<file path="config.mk">
export PLATFORM = sky130hd
export DESIGN_NAME = flip_t_frame_ctrl
export DESIGN_NICKNAME = d
export VERILOG_FILES = /design/src/rtl/flip_t_ctrl_pkg.sv /design/src/rtl/flip_t_tok_pipe.sv /design/src/rtl/flip_t_frame_ctrl.sv
export SDC_FILE = /design/constraint.sdc
export NUM_CORES = 1
export LEC_CHECK = 0
export CAP_MARGIN = 5
export CORE_MARGIN = 3
export CORE_UTILIZATION = 42
export CTS_CLUSTER_DIAMETER = 30
export DETAILED_ROUTE_END_ITERATION = 7
export PLACE_DENSITY = 0.82
export SLEW_MARGIN = 10
export SYNTH_ARGS = -nofsm -noshare
export SYNTH_HDL_FRONTEND = slang
export SYNTH_SLANG_ARGS = --single-unit
</file>
<file path="constraint.sdc">
create_clock -name clk -period 1.57 [get_ports clk]
set_input_delay 0.314 -clock clk [delete_from_list [all_inputs] [get_ports clk]]
set_output_delay 0.314 -clock clk [all_outputs]
set_load 0.01 [all_outputs]
</file>
<file path="src/rtl/flip_t_ctrl_pkg.sv">
// Shared types and constants for the flip_t frame sequencer.
package flip_t_ctrl_pkg;

    localparam int DATA_W_DEF  = 8;
    localparam int FRAME_CNT_W = 16;

    typedef enum logic [1:0] {
        IDLE  = 2'd0,
        RUN   = 2'd1,
        DRAIN = 2'd2,
        DONE  = 2'd3
    } state_e;

endpackage

</file>
<file path="src/rtl/flip_t_tok_pipe.sv">
// LATENCY-deep {valid, last} token shift register that mirrors the flip_t
// datapath occupancy; it advances only when the datapath is clock-enabled.
module flip_t_tok_pipe #(
    parameter int LATENCY = 2
) (
    input  logic               clk_i,
    input  logic               reset_i,
    input  logic               clr_i,
    input  logic               en_i,
    input  logic               vld_i,
    input  logic               last_i,
    output logic [LATENCY-1:0] vld_o,
    output logic               last_o
);

    logic [LATENCY-1:0] vld_q, vld_d;
    logic [LATENCY-1:0] last_q, last_d;

    // Next token state: flush on clear, shift one slot per enabled cycle.
    always_comb begin
        vld_d  = vld_q;
        last_d = last_q;
        if (clr_i) begin
            vld_d  = {LATENCY{1'b0}};
            last_d = {LATENCY{1'b0}};
        end else if (en_i) begin
            vld_d[0]  = vld_i;
            last_d[0] = last_i;
            for (int i = 1; i < LATENCY; i++) begin
                vld_d[i]  = vld_q[i-1];
                last_d[i] = last_q[i-1];
            end
        end else begin
            vld_d  = vld_q;
            last_d = last_q;
        end
    end

    // Token registers.
    always_ff @(posedge clk_i) begin
        if (reset_i) begin
            vld_q  <= {LATENCY{1'b0}};
            last_q <= {LATENCY{1'b0}};
        end else begin
            vld_q  <= vld_d;
            last_q <= last_d;
        end
    end

    assign vld_o  = vld_q;
    assign last_o = last_q[LATENCY-1];

endmodule

</file>
<file path="src/rtl/flip_t_frame_ctrl.sv">
// Frame sequencer for flip_t: feeds one fixed-length frame through the datapath,
// stalls it under output backpressure and reports frame completion.
module flip_t_frame_ctrl
    import flip_t_ctrl_pkg::*;
#(
    parameter int DATA_W    = DATA_W_DEF,
    parameter int FRAME_LEN = 256,
    parameter int LATENCY   = 2
) (
    input  logic                   clk,
    input  logic                   reset,
    input  logic                   start,
    input  logic                   abort,
    input  logic [DATA_W-1:0]      s_data,
    input  logic                   s_valid,
    output logic                   s_ready,
    output logic [DATA_W-1:0]      m_data,
    output logic                   m_valid,
    output logic                   m_last,
    input  logic                   m_ready,
    output logic                   dut_enb,
    output logic [DATA_W-1:0]      dut_din,
    input  logic [DATA_W-1:0]      dut_dout,
    output logic                   dut_rst,
    output logic                   busy,
    output logic                   done,
    output logic [FRAME_CNT_W-1:0] frame_cnt
);

    localparam logic [15:0] LAST_IDX = 16'(FRAME_LEN - 1);

    state_e                 state_q, state_d;
    logic [15:0]            in_cnt_q, in_cnt_d;
    logic [FRAME_CNT_W-1:0] frame_cnt_q, frame_cnt_d;
    logic [LATENCY-1:0]     vld_pipe_s;
    logic                   last_tail_s;
    logic                   can_adv_s;
    logic                   accept_s;
    logic                   step_s;
    logic                   is_last_s;

    flip_t_tok_pipe #(
        .LATENCY (LATENCY)
    ) u_tok_pipe (
        .clk_i   (clk),
        .reset_i (reset),
        .clr_i   (abort),
        .en_i    (step_s),
        .vld_i   (accept_s),
        .last_i  (accept_s & is_last_s),
        .vld_o   (vld_pipe_s),
        .last_o  (last_tail_s)
    );

    // Handshake and datapath stepping; abort masks every forward action.
    always_comb begin
        m_valid   = vld_pipe_s[LATENCY-1];
        m_last    = last_tail_s & m_valid;
        m_data    = dut_dout;
        can_adv_s = ~m_valid | m_ready;
        is_last_s = (in_cnt_q == LAST_IDX);
        s_ready   = (state_q == RUN) & can_adv_s & ~abort;
        accept_s  = s_valid & s_ready;
        step_s    = can_adv_s & ~abort & (accept_s | (|vld_pipe_s));
        dut_enb   = step_s;
        dut_din   = accept_s ? s_data : {DATA_W{1'b0}};
        dut_rst   = reset | abort;
        busy      = (state_q != IDLE);
        done      = (state_q == DONE);
        frame_cnt = frame_cnt_q;
    end

    // Frame state machine and counters.
    always_comb begin
        state_d     = state_q;
        in_cnt_d    = in_cnt_q;
        frame_cnt_d = frame_cnt_q;
        if (abort) begin
            state_d  = IDLE;
            in_cnt_d = 16'd0;
        end else begin
            case (state_q)
                IDLE: begin
                    if (start) begin
                        state_d  = RUN;
                        in_cnt_d = 16'd0;
                    end else begin
                        state_d = IDLE;
                    end
                end
                RUN: begin
                    if (accept_s) begin
                        in_cnt_d = in_cnt_q + 16'd1;
                        state_d  = is_last_s ? DRAIN : RUN;
                    end else begin
                        state_d = RUN;
                    end
                end
                DRAIN: begin
                    if (vld_pipe_s == {LATENCY{1'b0}}) begin
                        state_d = DONE;
                    end else begin
                        state_d = DRAIN;
                    end
                end
                DONE: begin
                    state_d     = IDLE;
                    frame_cnt_d = frame_cnt_q + FRAME_CNT_W'(1);
                end
                default: begin
                    state_d = IDLE;
                end
            endcase
        end
    end

    // State and counter registers.
    always_ff @(posedge clk) begin
        if (reset) begin
            state_q     <= IDLE;
            in_cnt_q    <= 16'd0;
            frame_cnt_q <= {FRAME_CNT_W{1'b0}};
        end else begin
            state_q     <= state_d;
            in_cnt_q    <= in_cnt_d;
            frame_cnt_q <= frame_cnt_d;
        end
    end

endmodule

</file>
-- Word-level counts from Yosys, hierarchy flattened
Index checks and enable logic that the tools add are counted.
- bits in registers: 38
- input bits: 22
- output and inout bits: 39
- logic and storage cells: 42
- add/sub/neg operators: 2
- eq/ne operators: 6
- multiplexer cells: 9
- bitwise operators: 12
- reductions and logical operators: 8
- operators by type and width (operator ; number):
    adder 16 x 1 -> 16 bit (second input constant) ; 2
    two-way mux 16 bit ; 2
    one-hot mux 16 bit (2 select lines) ; 1
    == test 16 x 8 -> 1 bit (second input constant) ; 1
    two-way mux 8 bit ; 1
    one-hot mux 2 bit (4 select lines) ; 1
    AND 1 bit ; 7
    == test 2 bit (second input constant) ; 2
    zero test 2 bit ; 2
    two-way mux 2 bit ; 2
    != test 2 bit (second input constant) ; 2
    nonzero test 2 bit ; 2
    OR reduction 2 bit ; 2
    bitwise OR 1 bit ; 3
    AND reduction 3 bit ; 1
    == test 2 x 1 -> 1 bit (second input constant) ; 1
    two-way mux 1 bit ; 2
    inverter 1 bit ; 2
    AND reduction 2 bit ; 1

-- Logic depth before layout (Yosys ltp)
Gate-level depths: netlist of the first run.
- depth in word-level cells: 7
- mapped depth: 7
- depth with buffers taken out: 5

-- Hierarchy
A second synthesis of the first run with hierarchy kept.
- cell total of the unflattened synthesis: 234
- area total of the unflattened synthesis: 1988.2 um^2
- modules (own cells, without submodules) (module ; times used ; cells each ; area an instance (um^2) ; seq. area each (um^2)):
    flip_t_frame_ctrl ; 1 ; 221 ; 1843.0 ; 680.7
    flip_t_tok_pipe ; 1 ; 13 ; 145.1 ; 80.1

-- Least setup slack after synthesis of the first run
OpenSTA, ideal clock, no wires.
- kind: reg-to-reg
- from: register u_tok_pipe.vld_q[1] (netlist: u_tok_pipe.vld_o[1])
- to: register in_cnt_q[11]
- library setup time: 70 ps
- arrival time: 1608 ps
- required time: 1500 ps
- slack: -108 ps
- stages on the path, launching flop included: 6
- buffers on the path: 1
- clock period less this slack: 1678 ps
- cells stage by stage: dfxtp_1 > nor2b_1 > buf_6 > o32a_4 > or4_1 > a21oi_1
- word-level cells in the longest chain between the ends: 7
- RTL lines (item ; RTL line ; text):
    start, declared ; flip_t_tok_pipe.sv:16 ; logic [LATENCY-1:0] vld_q, vld_d;
    start signal, assigned ; flip_t_tok_pipe.sv:42 ; vld_q <= {LATENCY{1'b0}};
    start signal, assigned ; flip_t_tok_pipe.sv:45 ; vld_q <= vld_d;
    inverter 1 bit ; flip_t_frame_ctrl.sv:60 ; can_adv_s = ~m_valid | m_ready;
    bitwise OR 1 bit ; flip_t_frame_ctrl.sv:60 ;
    AND 1 bit (2 in series) ; flip_t_frame_ctrl.sv:62 ; s_ready = (state_q == RUN) & can_adv_s & ~abort;
    AND 1 bit ; flip_t_frame_ctrl.sv:63 ; accept_s = s_valid & s_ready;
    != test 2 bit (no source line) ; - ;
    AND reduction 3 bit (no source line) ; - ;
    end signal, assigned ; flip_t_frame_ctrl.sv:125 ; in_cnt_q <= in_cnt_d;
    end, declared ; flip_t_frame_ctrl.sv:33 ; logic [15:0] in_cnt_q, in_cnt_d;
Every way passes these cells.
A chain may end at the register's enable or synchronous reset.

-- Worst setup path in the final report of the first run
- from: register u_tok_pipe.vld_q[1] (netlist: u_tok_pipe.vld_o[1])
- to: output port dut_din[7]
- word-level cells in the longest chain between the ends: 6
- RTL lines (item ; RTL line ; text):
    inverter 1 bit ; flip_t_frame_ctrl.sv:60 ;
    bitwise OR 1 bit ; flip_t_frame_ctrl.sv:60 ;
    AND 1 bit (2 in series) ; flip_t_frame_ctrl.sv:62 ;
    AND 1 bit ; flip_t_frame_ctrl.sv:63 ;
    two-way mux 8 bit ; flip_t_frame_ctrl.sv:66 ; dut_din = accept_s ? s_data : {DATA_W{1'b0}};
    end, declared ; flip_t_frame_ctrl.sv:22 ; output logic [DATA_W-1:0] dut_din,
Every way passes these cells.

==> results of run 1 <==
what timing repair did:
action | in CTS | in global routing
hold buffers | 0 | 0
pin swaps | 36 | 25
resized for setup | 108 | 68
setup endpoints to repair | 52 | 42
buffers inserted | 19 | 5
gates cloned | 1 | 0
endpoints found under the hold margin | 0 | 0
through the flow:
| step | utilization, % | setup TNS (ns) | hold slack (ns) |
|---|---|---|---|
| 2_1_floorplan | - | -0.0522 | 0.448 |
| 3_3_place_gp | 61.7 | -24.23 | 0.466 |
| 3_5_place_dp | 61.7 | -24.22 | 0.468 |
| 4_1_cts | 70.7 | -3.92 | 0.485 |
| 5_1_grt | 76.9 | -5.95 | 0.494 |
| 6_report | 76.9 | -4.59 | 0.482 |
cells in the final DEF (no fill, tap or decap), types with 4 or more instances in the layout:
master           Yosys  final
buf_4                8     48
dfxtp_1             38     26
buf_6                2     25
nor2_1              18     17
dlygate4sd2_1        0     15
a21oi_2              0     14
clkdlybuf4s50_1      0     14
nand3_1             12     12
nand2_1             11     10
dfxtp_2              0     10
or4_4                0      8
nand4_1              8      8
and2_4               0      7
a21oi_1             23      7
xnor2_1              6      6
clkbuf_8             0      6
o21ai_0              7      5
o31ai_2              0      5
xor2_1               5      5
buf_2                3      5
nor4_1               5      4
and3_1               5      4
worst max path at each step:
| stage | from | end | slack, ns | depth (start not counted) |
|---|---|---|---|---|
| final | u_tok_pipe.vld_o[1] | dut_din[7] | -0.25 | 6 |
| after global routing | u_tok_pipe.vld_o[1] | dut_din[5] | -0.28 | 6 |
| after CTS | register | dut_din[0] | -0.21 | 5 |
| after detailed placement | abort | dut_din[6] | -0.69 | 5 |
| after global placement | abort | dut_din[5] | -0.68 | 5 |
| after floorplan | u_tok_pipe.vld_o[1] | in_cnt_q[10] | -0.01 | 7 |
worst reg2reg max path, delay by kind of cell, from the launching register on:
kind	cells	cell delay, ns
compound gates	2	0.52
buf+inv	2	0.27
flops	1	0.33
simple gates	2	0.60
cell families after synthesis:
| logic type | share of synthesized area (%) |
|---|---|
| DFF | 38.0 |
| xor gates and xnor gates | 4.82 |
| adders and majority gates | 1.25 |
| muxes | 1.06 |
| and+or+nand+nor | 31.8 |
| buffers and inverters | 6.94 |
| AOI/OAI and AO/OA | 16.1 |
layer usage:
metal | vias up | GRT usage (%) | share of wire (%)
li1 | 1062 | - | -
met1 | 1152 | 29.1 | 38
met2 | 134 | 40.2 | 51
met3 | 36 | 6.54 | 6.1
met4 | 0 | 17.2 | 4.2
met5 | - | 0 | 0
power by group through the flow:
stage               Combinational (uW)  Clock, uW  Sequential, uW
global placement                   153          0             990
floorplan                         88.1          0             990
global route                       261       1090             965
CTS                                212       1040             964
detailed placement                 155          0             990
finish                             252       1050             965
sequential cells by signal, indices dropped and copies added, names as in the netlist, named ones only:
signal and count:
frame_cnt 16, in_cnt_q 16, u_tok_pipe.last_q 2, u_tok_pipe.vld_o 2, state_q 1
cell type report:
type                    count  area (sq um)  share of cell area [%]
inverters                   3          11.3                   0.327
flip-flops and latches     38           781                    22.7
repair buffers            113          1040                    30.1
multi-input cells         172          1400                    40.7
diodes                      1          2.50                  0.0728
clock buffers               6          82.6                    2.40
well taps                  52          65.1                    1.89
clock inverters             2          60.1                    1.75
==> impl_results.md, run 1 <==
- Status: finished, violations left
- Failing checks: negative setup slack
- Clk pwr share: 46.4%
- MaxCap Viol Count: 0
- Maximum fanout along the worst path: 4
- Die Y: 75.0 microns
- Slew HR: 67.3%
- Max incr delay on CP: 0.33 ns
- P_sw: 496 uW
- Cts bufs inserted: 5
- Worst-Margin Slew: 0.485 ns
- Post-Layout Cell Count: 387
- Critical path required time: 1.26 ns
- GP Congestion: 0.952
- Most frequent cells after synthesis: 38 x dfxtp_1, 23 x a21oi_1, 18 x nor2_1
- Initial antenna violation count: 1
- Critical path data arrival time: 1.51 ns
- Max Slew Vio Count: 0
- DRC: 0
- Hold Path Stages: 1
- Die width: 75.0 microns
- Ys async rst share: 0%
- RSZ-0062 raised after global routing: yes
- Worst r2r path cells: 6
- Mean post-synth cell area: 8.55 sq um
- Critical-path cell list: nor2b_4 > buf_6 > nor3_4 > buf_2 > and2_4 > buf_6
- Unique masters post-synth: 46
- Syn_nets: 258
- Seq/Total Area, Yosys: 38.0%
- Syn Inst Count: 234
- VDD IR max: 0.575 mV
- Synth top area share: 38.0%
- Post-synth EDFFs: 0
- Most frequent cell after synthesis: dfxtp_1
- Post-route cell area: 3440 sq um
- TritonRoute pass-1 iters: 5
- R2r endpoint: in_cnt_q[7]
- Via density: 6.16
- Synth Cell Area: 2000 sq um
- Most frequent CP cell: buf_6
- Net Sw Frac: 21.9%
- CTS tree: yes
- GRT overflow: 0
- Fin worst setup slack: -0.249 ns
- Placed insts: 356
- Routed wire length: 8.02 mm
- Clock Skews: 0.0129 ns
- WS Path Type: reg2out
- Reg clk slew, reported paths: 0.08 ns
- Worst reg-to-reg setup slack: -0.23 ns
- Final total power: 2270 uW
- First-pass GRT wire length: 10.6 mm
- Root buffer cell: clkbuf_8
- Crit. End Element: output pin
- Final worst-path cycle share: 116%
- Largest net degree at the start of global routing: 18
- Vias after detailed routing: 2384
- Total GRT Usage: 25.1%
- DRT iter0 DRCs: 257
- Static Leak: 0.00146 uW
- CP Launch Type: register
- Row count: 24
- Clk_lat worst skew: 0.30 ns
- Power per cell area: 660 nW/um^2
- Post-route ant nets: 0
- Setup slack at placement: -0.691 ns
- Sequential power share: 42.5%
- Post-DR wirelength/cell: 20.7 microns
- Max Root-Sink Buffers: 2
- Core area: 4470 sq um
- H-tree depth: 2
- Worst Hold Endpoint: in_cnt_q[6]
- Final setup fails: 32
- Delay-heaviest family, CP: simple AND/OR/NAND/NOR gates
- Ratio of cells with drive above 1 in the final layout: 49.7%
- WP buf/inv: 3
- Worst min-delay path class: reg2reg
- Final Hold Fails: 0
- Leading area contributor after synthesis: dfxtp_1
- Placed inst area: 2760 sq um
- Cell internal pwr: 1770 uW
- F_max: 0.550 GHz
- Syn. warnings: 0
- Input/output buffers: 44
- Synth-to-Final Area Change: 71.9%
- Synth Register Bits: 38
- Initial Util: 44.7%
- Sink Count: 38
- Synth top area cells: dfxtp_1 38%, a21oi_1 5.8%, o31ai_1 3.8%
- Final #Nets: 357
- Vias in the first global route: 2254
- Crit path max-delay cell type: dfxtp_2
- Logic pwr share: 11.1%
- Worst hold start: in_cnt_q[6]
- Ys flop type: dfxtp_1
- Die area: 5630 sq um
- Total I/O pin count: 61
- DPL Wire Length: 3.70 mm
- Filler Cell Count: 240
- Fin crit period: 1.82 ns
- Crit Reg-Reg Startpoint: u_tok_pipe.vld_o[1]
Note: power is estimated with default switching activity, not from simulation.
==> run 2, diff against run 1 <==
--- a/config.mk
+++ b/config.mk
@@ -15,3 +15,4 @@
 export SYNTH_ARGS = -nofsm -noshare
 export SYNTH_HDL_FRONTEND = slang
 export SYNTH_SLANG_ARGS = --single-unit
+export TNS_END_PERCENT = 20
==> constraint.sdc (replaced) <==
create_clock -name clk -period 1.57 [get_ports clk]
set_input_delay 0.314 -clock clk [delete_from_list [all_inputs] [get_ports clk]]
set_output_delay 0.314 -clock clk [all_outputs]
set_load 0.005 [all_outputs]
==> run 2 against run 1 <==
  * The run still ends with negative setup slack left
  * Clock power decreased by 31%
  * Clock-buffer cell count stayed put
  * Clock skew shrank 0.00081 ns
  * Worst hold slack better by 0.021 ns
  * Flip-flop and latch count stayed put
  * Utilization decreased by 8.1 points
  * Sequential share of layout area is 2.7 points higher
  * Setup slack gained 0.027 ns
  * Design area down 10%
  * Critical path depth down 1
  * Critical path type is now reg2reg
  * Largest cell class unchanged
==> impl_results.md, run 2 (same netlist as run 1, synthesis figures left out) <==
- Hold Buf Count CTS: 0
- RSZ-0062 raised after global routing: yes
- Initial antenna violation count: 0
- DPL Wire Length: 3.74 mm
- Clock Skews: 0.0120 ns
- Setup slack at placement: -0.681 ns
- Sequential power share: 51.6%
- # diodes: 0
- Max Slew Vio Count: 0
- DRC: 0
- Vias after detailed routing: 2161
- Ratio of cells with drive above 1 in the final layout: 39.7%
- MaxCap Viol Count: 0
- Max Root-Sink Buffers: 2
- Hold Path Stages: 2
- Routed wire length: 6.02 mm
- Most common cell after layout, fill and taps aside: buf_4
- Input/output buffers: 44
- Core area: 4470 sq um
- Worst hold start: in_cnt_q[7]
- Clk pwr share: 38.8%
- Net Sw Frac: 24.5%
- P_sw: 458 uW
- Vias in the first global route: 2072
- Final worst-path cycle share: 114%
- Critical path required time: 1.80 ns
- Die Y: 75.0 microns
- Static Leak: 0.00134 uW
- Cell internal pwr: 1410 uW
- First-pass GRT wire length: 9.28 mm
- Total GRT Usage: 21.4%
- Post-DR wirelength/cell: 16.2 microns
- Final setup fails: 28
- GP Congestion: 0.833
- Via density: 5.81
- F_max: 0.558 GHz
- Maximum fanout along the worst path: 18
- Power per cell area: 607 nW/um^2
- Worst Hold Endpoint: in_cnt_q[7]
- Final #Nets: 343
- TritonRoute pass-1 iters: 4
- Logic pwr share: 9.5%
- Root buffer cell: clkbuf_8
- DRT iter0 DRCs: 163
- Sink Count: 38
- Fin crit period: 1.79 ns
- CP Launch Type: register
- Worst min-delay path class: reg2reg
- Die width: 75.0 microns
- Largest net degree at the start of global routing: 19
- Fin worst setup slack: -0.223 ns
- Worst-Margin Slew: 0.454 ns
- Worst reg-to-reg setup slack: -0.22 ns
- Row count: 24
- Initial Util: 44.7%
- Clk_lat worst skew: 0.30 ns
- Crit. End Element: register
- Final Hold Fails: 0
- VDD IR max: 0.658 mV
- H-tree depth: 2
- Critical path data arrival time: 2.03 ns
- Synth-to-Final Area Change: 53.9%
- Cts bufs inserted: 5
- GRT overflow: 0
- Post-route ant nets: 0
- Failing checks: negative setup slack
- R2r endpoint: in_cnt_q[7]
- Die area: 5630 sq um
- Worst r2r path cells: 5
- WS Path Type: reg2reg
- CTS tree: yes
- Commonest cells after routing, fill and taps aside: 43 x buf_4, 25 x dfxtp_1, 20 x buf_6
- Final setup TNS: -3.54 ns
- Reg clk slew, reported paths: 0.08 ns
- Status: finished, violations left
- Slew HR: 69.4%
- Total I/O pin count: 61
run 2: cell count changes in the layout (fill, tap and decap cells not counted), sizes merged, moves of 2 or more:
cell / delta
buf: -16
bufinv: -2
clkbuf: +2
clkdlybuf4s50: +3
dlygate4sd2: -7
dlymetal6s2s: +3
run 2: power by group through the flow:
| stage | sequential, uW | combinational (uW) | clock, uW |
|---|---|---|---|
| after global placement | 990 | 145 | 0 |
| after CTS | 967 | 162 | 722 |
| after detailed placement | 990 | 145 | 0 |
| final | 965 | 178 | 725 |
| after global routing | 965 | 190 | 770 |
| after floorplan | 990 | 80.5 | 0 |
run 2: worst max path at each step:
stage,to,slack [ns],depth (start not counted)
2_1_floorplan,in_cnt_q[10],-0.0004,7
3_3_place_gp,dut_din[2],-0.68,6
3_5_place_dp,dut_din[4],-0.68,6
4_1_cts,dut_din[0],-0.27,7
5_1_grt,dut_din[6],-0.25,6
6_report,in_cnt_q[7],-0.22,5
run 2: critical path, stage by stage (launching register included):
cell      delay [ns]
dfxtp_2         0.35
nand3b_4        0.18
buf_6           0.14
o32a_4          0.40
or4_1           0.53
a21oi_1         0.14
run 2: what timing repair did:
item / 4_1_cts / 5_1_grt
gates cloned: 1 / 0
setup buffers: 7 / 0
pin swaps: 22 / 11
endpoints found under the setup margin: 51 / 48
gates resized for setup: 91 / 40
run 2: cell type report:
class / instances / area, sq um
tap: 52 / 65.1
inverter: 3 / 11.3
clock inverter: 2 / 12.5
clock buffer: 6 / 82.6
multi-input combinational: 172 / 1230
fill: 332 / 1400
timing repair buffer: 99 / 893
sequential: 38 / 782
run 2: metal layers:
| metal | track usage, % | wire (microns) |
|---|---|---|
| met1 | 26.8 | 2530 |
| met2 | 36.2 | 3080 |
| met3 | 4.67 | 336 |
| met4 | 7.71 | 75 |
| met5 | 0 | 0 |
run 2: metrics by stage:
stage / power, uW / hold slack, ns / instances / util (%) / area [sq um]
after floorplan: 1070 / 0.448 / 234 / - / 2020
after global placement: 1130 / 0.467 / 357 / 61.5 / 2750
after detailed placement: 1140 / 0.477 / 357 / 61.5 / 2750
after CTS: 1850 / 0.496 / 373 / 66.7 / 2980
after global routing: 1930 / 0.522 / 372 / 68.8 / 3080
final: 1870 / 0.503 / 372 / 68.8 / 3080
==> run 3, diff against run 2 <==
--- a/config.mk
+++ b/config.mk
@@ -7,10 +7,10 @@
 export LEC_CHECK = 0
 export CAP_MARGIN = 5
 export CORE_MARGIN = 3
-export CORE_UTILIZATION = 42
+export CORE_UTILIZATION = 45
 export CTS_CLUSTER_DIAMETER = 30
 export DETAILED_ROUTE_END_ITERATION = 7
-export PLACE_DENSITY = 0.82
+export PLACE_DENSITY = 0.83
 export SLEW_MARGIN = 10
 export SYNTH_ARGS = -nofsm -noshare
 export SYNTH_HDL_FRONTEND = slang
==> constraint.sdc (replaced) <==
create_clock -name clk -period 2 [get_ports clk]
set_input_delay 0.4 -clock clk [delete_from_list [all_inputs] [get_ports clk]]
set_output_delay 0.4 -clock clk [all_outputs]
set_load 0.005 [all_outputs]
==> run 3 against run 2 <==
  * The run now ends clean
  * Clock power shrank 24%
  * Global-route usage is 1.5 points lower
  * Utilization decreased by 2.4 points
  * Critical path depth is the same
  * First-iteration DRC count shrank 28%
  * Die area decreased by 6.2%
  * Routed wire length shrank 14%
==> impl_results.md, run 3 (same netlist as run 1, synthesis figures left out) <==
- DPL Wire Length: 3.56 mm
- Total I/O pin count: 61
- DRT iter0 DRCs: 117
- Critical path data arrival time: 1.60 ns
- Worst min-delay path class: reg2reg
- Critical path required time: 1.60 ns
- Max incr delay on CP: 0.45 ns
- Worst-Margin Slew: 0.480 ns
- Reg clk slew, reported paths: 0.07 ns
- Input/output buffers: 44
- Die width: 72.7 microns
- Root buffer cell: clkbuf_8
- Multi-input logic area: 1130 sq um
- Synth-to-Final Area Change: 37.6%
- VDD IR max: 0.360 mV
- Power per cell area: 518 nW/um^2
- F_max: 0.501 GHz
- Routed wire length: 5.17 mm
- Final Hold Fails: 0
- Most common cell after layout, fill and taps aside: dfxtp_1
- GRT overflow: 0
- Post-Layout Cell Count: 350
- Maximum fanout along the worst path: 5
- Cts bufs inserted: 5
- Post-route cell area: 2750 sq um
- CP Launch Type: input port
- H-tree depth: 2
- Worst hold slack: 0.486 ns
- Post-route ant nets: 0
- Commonest cells after routing, fill and taps aside: 35 x dfxtp_1, 33 x buf_4, 31 x clkdlybuf4s50_1
- Placed insts: 335
- MaxCap Viol Count: 0
- Die area: 5280 sq um
- Largest net degree at the start of global routing: 19
- Crit. End Element: output pin
- Clock Skews: 0.00221 ns
- Die Y: 72.7 microns
- Reg area: 769 sq um
- Initial antenna violation count: 0
- Row count: 23
- First-pass GRT wire length: 8.34 mm
- Max Root-Sink Buffers: 2
- Vias in the first global route: 1799
- Ratio of cells with drive above 1 in the final layout: 20.7%
- Crit path max-delay cell type: clkdlybuf4s50_1
- CTS tree: yes
- Total GRT Usage: 19.9%
- Hold Buf Count CTS: 0
- Worst r2r path cells: 5
- Final setup fails: 0
- Via density: 5.68
- Sink Count: 38
- Clk_lat worst skew: 0.29 ns
- Final #Nets: 323
- Initial Util: 48.3%
- Static Leak: 0.00104 uW
- Critical-path cell list: dlygate4sd2_1 > buf_4 > nor2_2 > inv_1 > clkdlybuf4s50_1
- Status: finished clean
- Post-DR wirelength/cell: 14.8 microns
- Max Slew Vio Count: 0
- GP Congestion: 0.835
- Core area: 4140 sq um
- Placed inst area: 2590 sq um
- Vias after detailed routing: 1989
- Hold Path Stages: 2
- Final setup TNS: 0 ns
- Slew HR: 67.9%
- Final worst-path cycle share: 99.9%
- # diodes: 0
- DRC: 0
- Final total power: 1430 uW
- WS Path Type: in2out
- RSZ-0062 raised after global routing: yes
- Fin crit period: 2.00 ns
- TritonRoute pass-1 iters: 4
- Filler Cell Count: 352
==> run 3: cell count changes in the layout (fill, tap and decap cells not counted), moves of 7 or more <==
cell,previous run,this run
buf_4,43,33
dfxtp_1,25,35
and2_4,7,0
buf_6,20,1
a21oi_1,15,23
clkdlybuf4s50_1,17,31
a21oi_2,8,0
dfxtp_2,11,1
and2_1,3,10
==> run 3: worst paths after layout <==
kind                                     startpoint      endpoint  slack (ns)
worst max-delay path                          abort       dut_rst       0.003
worst min-delay path                   in_cnt_q[15]  in_cnt_q[15]        0.49
worst max register to register  u_tok_pipe.vld_o[1]  in_cnt_q[15]        0.16
worst min register to register         in_cnt_q[15]  in_cnt_q[15]        0.49
==> run 3: report_power, final <==
| group | total [uW] | switching [uW] | leakage, uW | internal (uW) |
|---|---|---|---|---|
| registers | 758 | 2.65 | 0.000308 | 755 |
| logic | 118 | 54.2 | 0.000689 | 63.3 |
| clock network | 551 | 273 | 0.0000482 | 278 |
| total | 1430 | 330 | 0.00104 | 1100 |
==> run 3: timing repair <==
action	in CTS	in global routing
gates cloned	1	0
endpoints found under the setup margin	11	9
pin swaps	1	1
buffers inserted	6	0
resized for setup	34	5
==> run 3: cell type report <==
class | count | share of cell area [%]
clock buffer | 7 | 3.14
clock inverter | 1 | 0.182
inverter | 3 | 0.409
multi-input combinational | 172 | 41.1
sequential | 38 | 28.0
tap | 50 | 2.27
timing repair buffer | 79 | 24.9
==> run 3: critical path, delay by kind of cell <==
kind                   cells  cell delay [ns]
buffers and inverters      4             1.03
AND/OR/NAND/NOR            1             0.17
==> run 3: layer usage <==
| layer | part of all wire (%) | vias to the layer above | wire length, microns | global-route usage [%] |
|---|---|---|---|---|
| li1 | - | 993 | - | - |
| met2 | 50 | 54 | 2590 | 32.7 |
| met1 | 43 | 936 | 2250 | 25.6 |
| met3 | 5.0 | 6 | 257 | 4.68 |
| met4 | 1.5 | 0 | 75 | 6.76 |
| met5 | 0 | - | 0 | 0 |
==> run 3: stage by stage <==
stage / worst slack [ns] / utilization [%]
6_report: 0.00259 / 66.4
5_1_grt: -0.0571 / 66.4
4_1_cts: -0.0706 / 66.2
3_5_place_dp: -0.372 / 62.4
3_3_place_gp: -0.329 / 62.4
2_1_floorplan: 0.319 / -
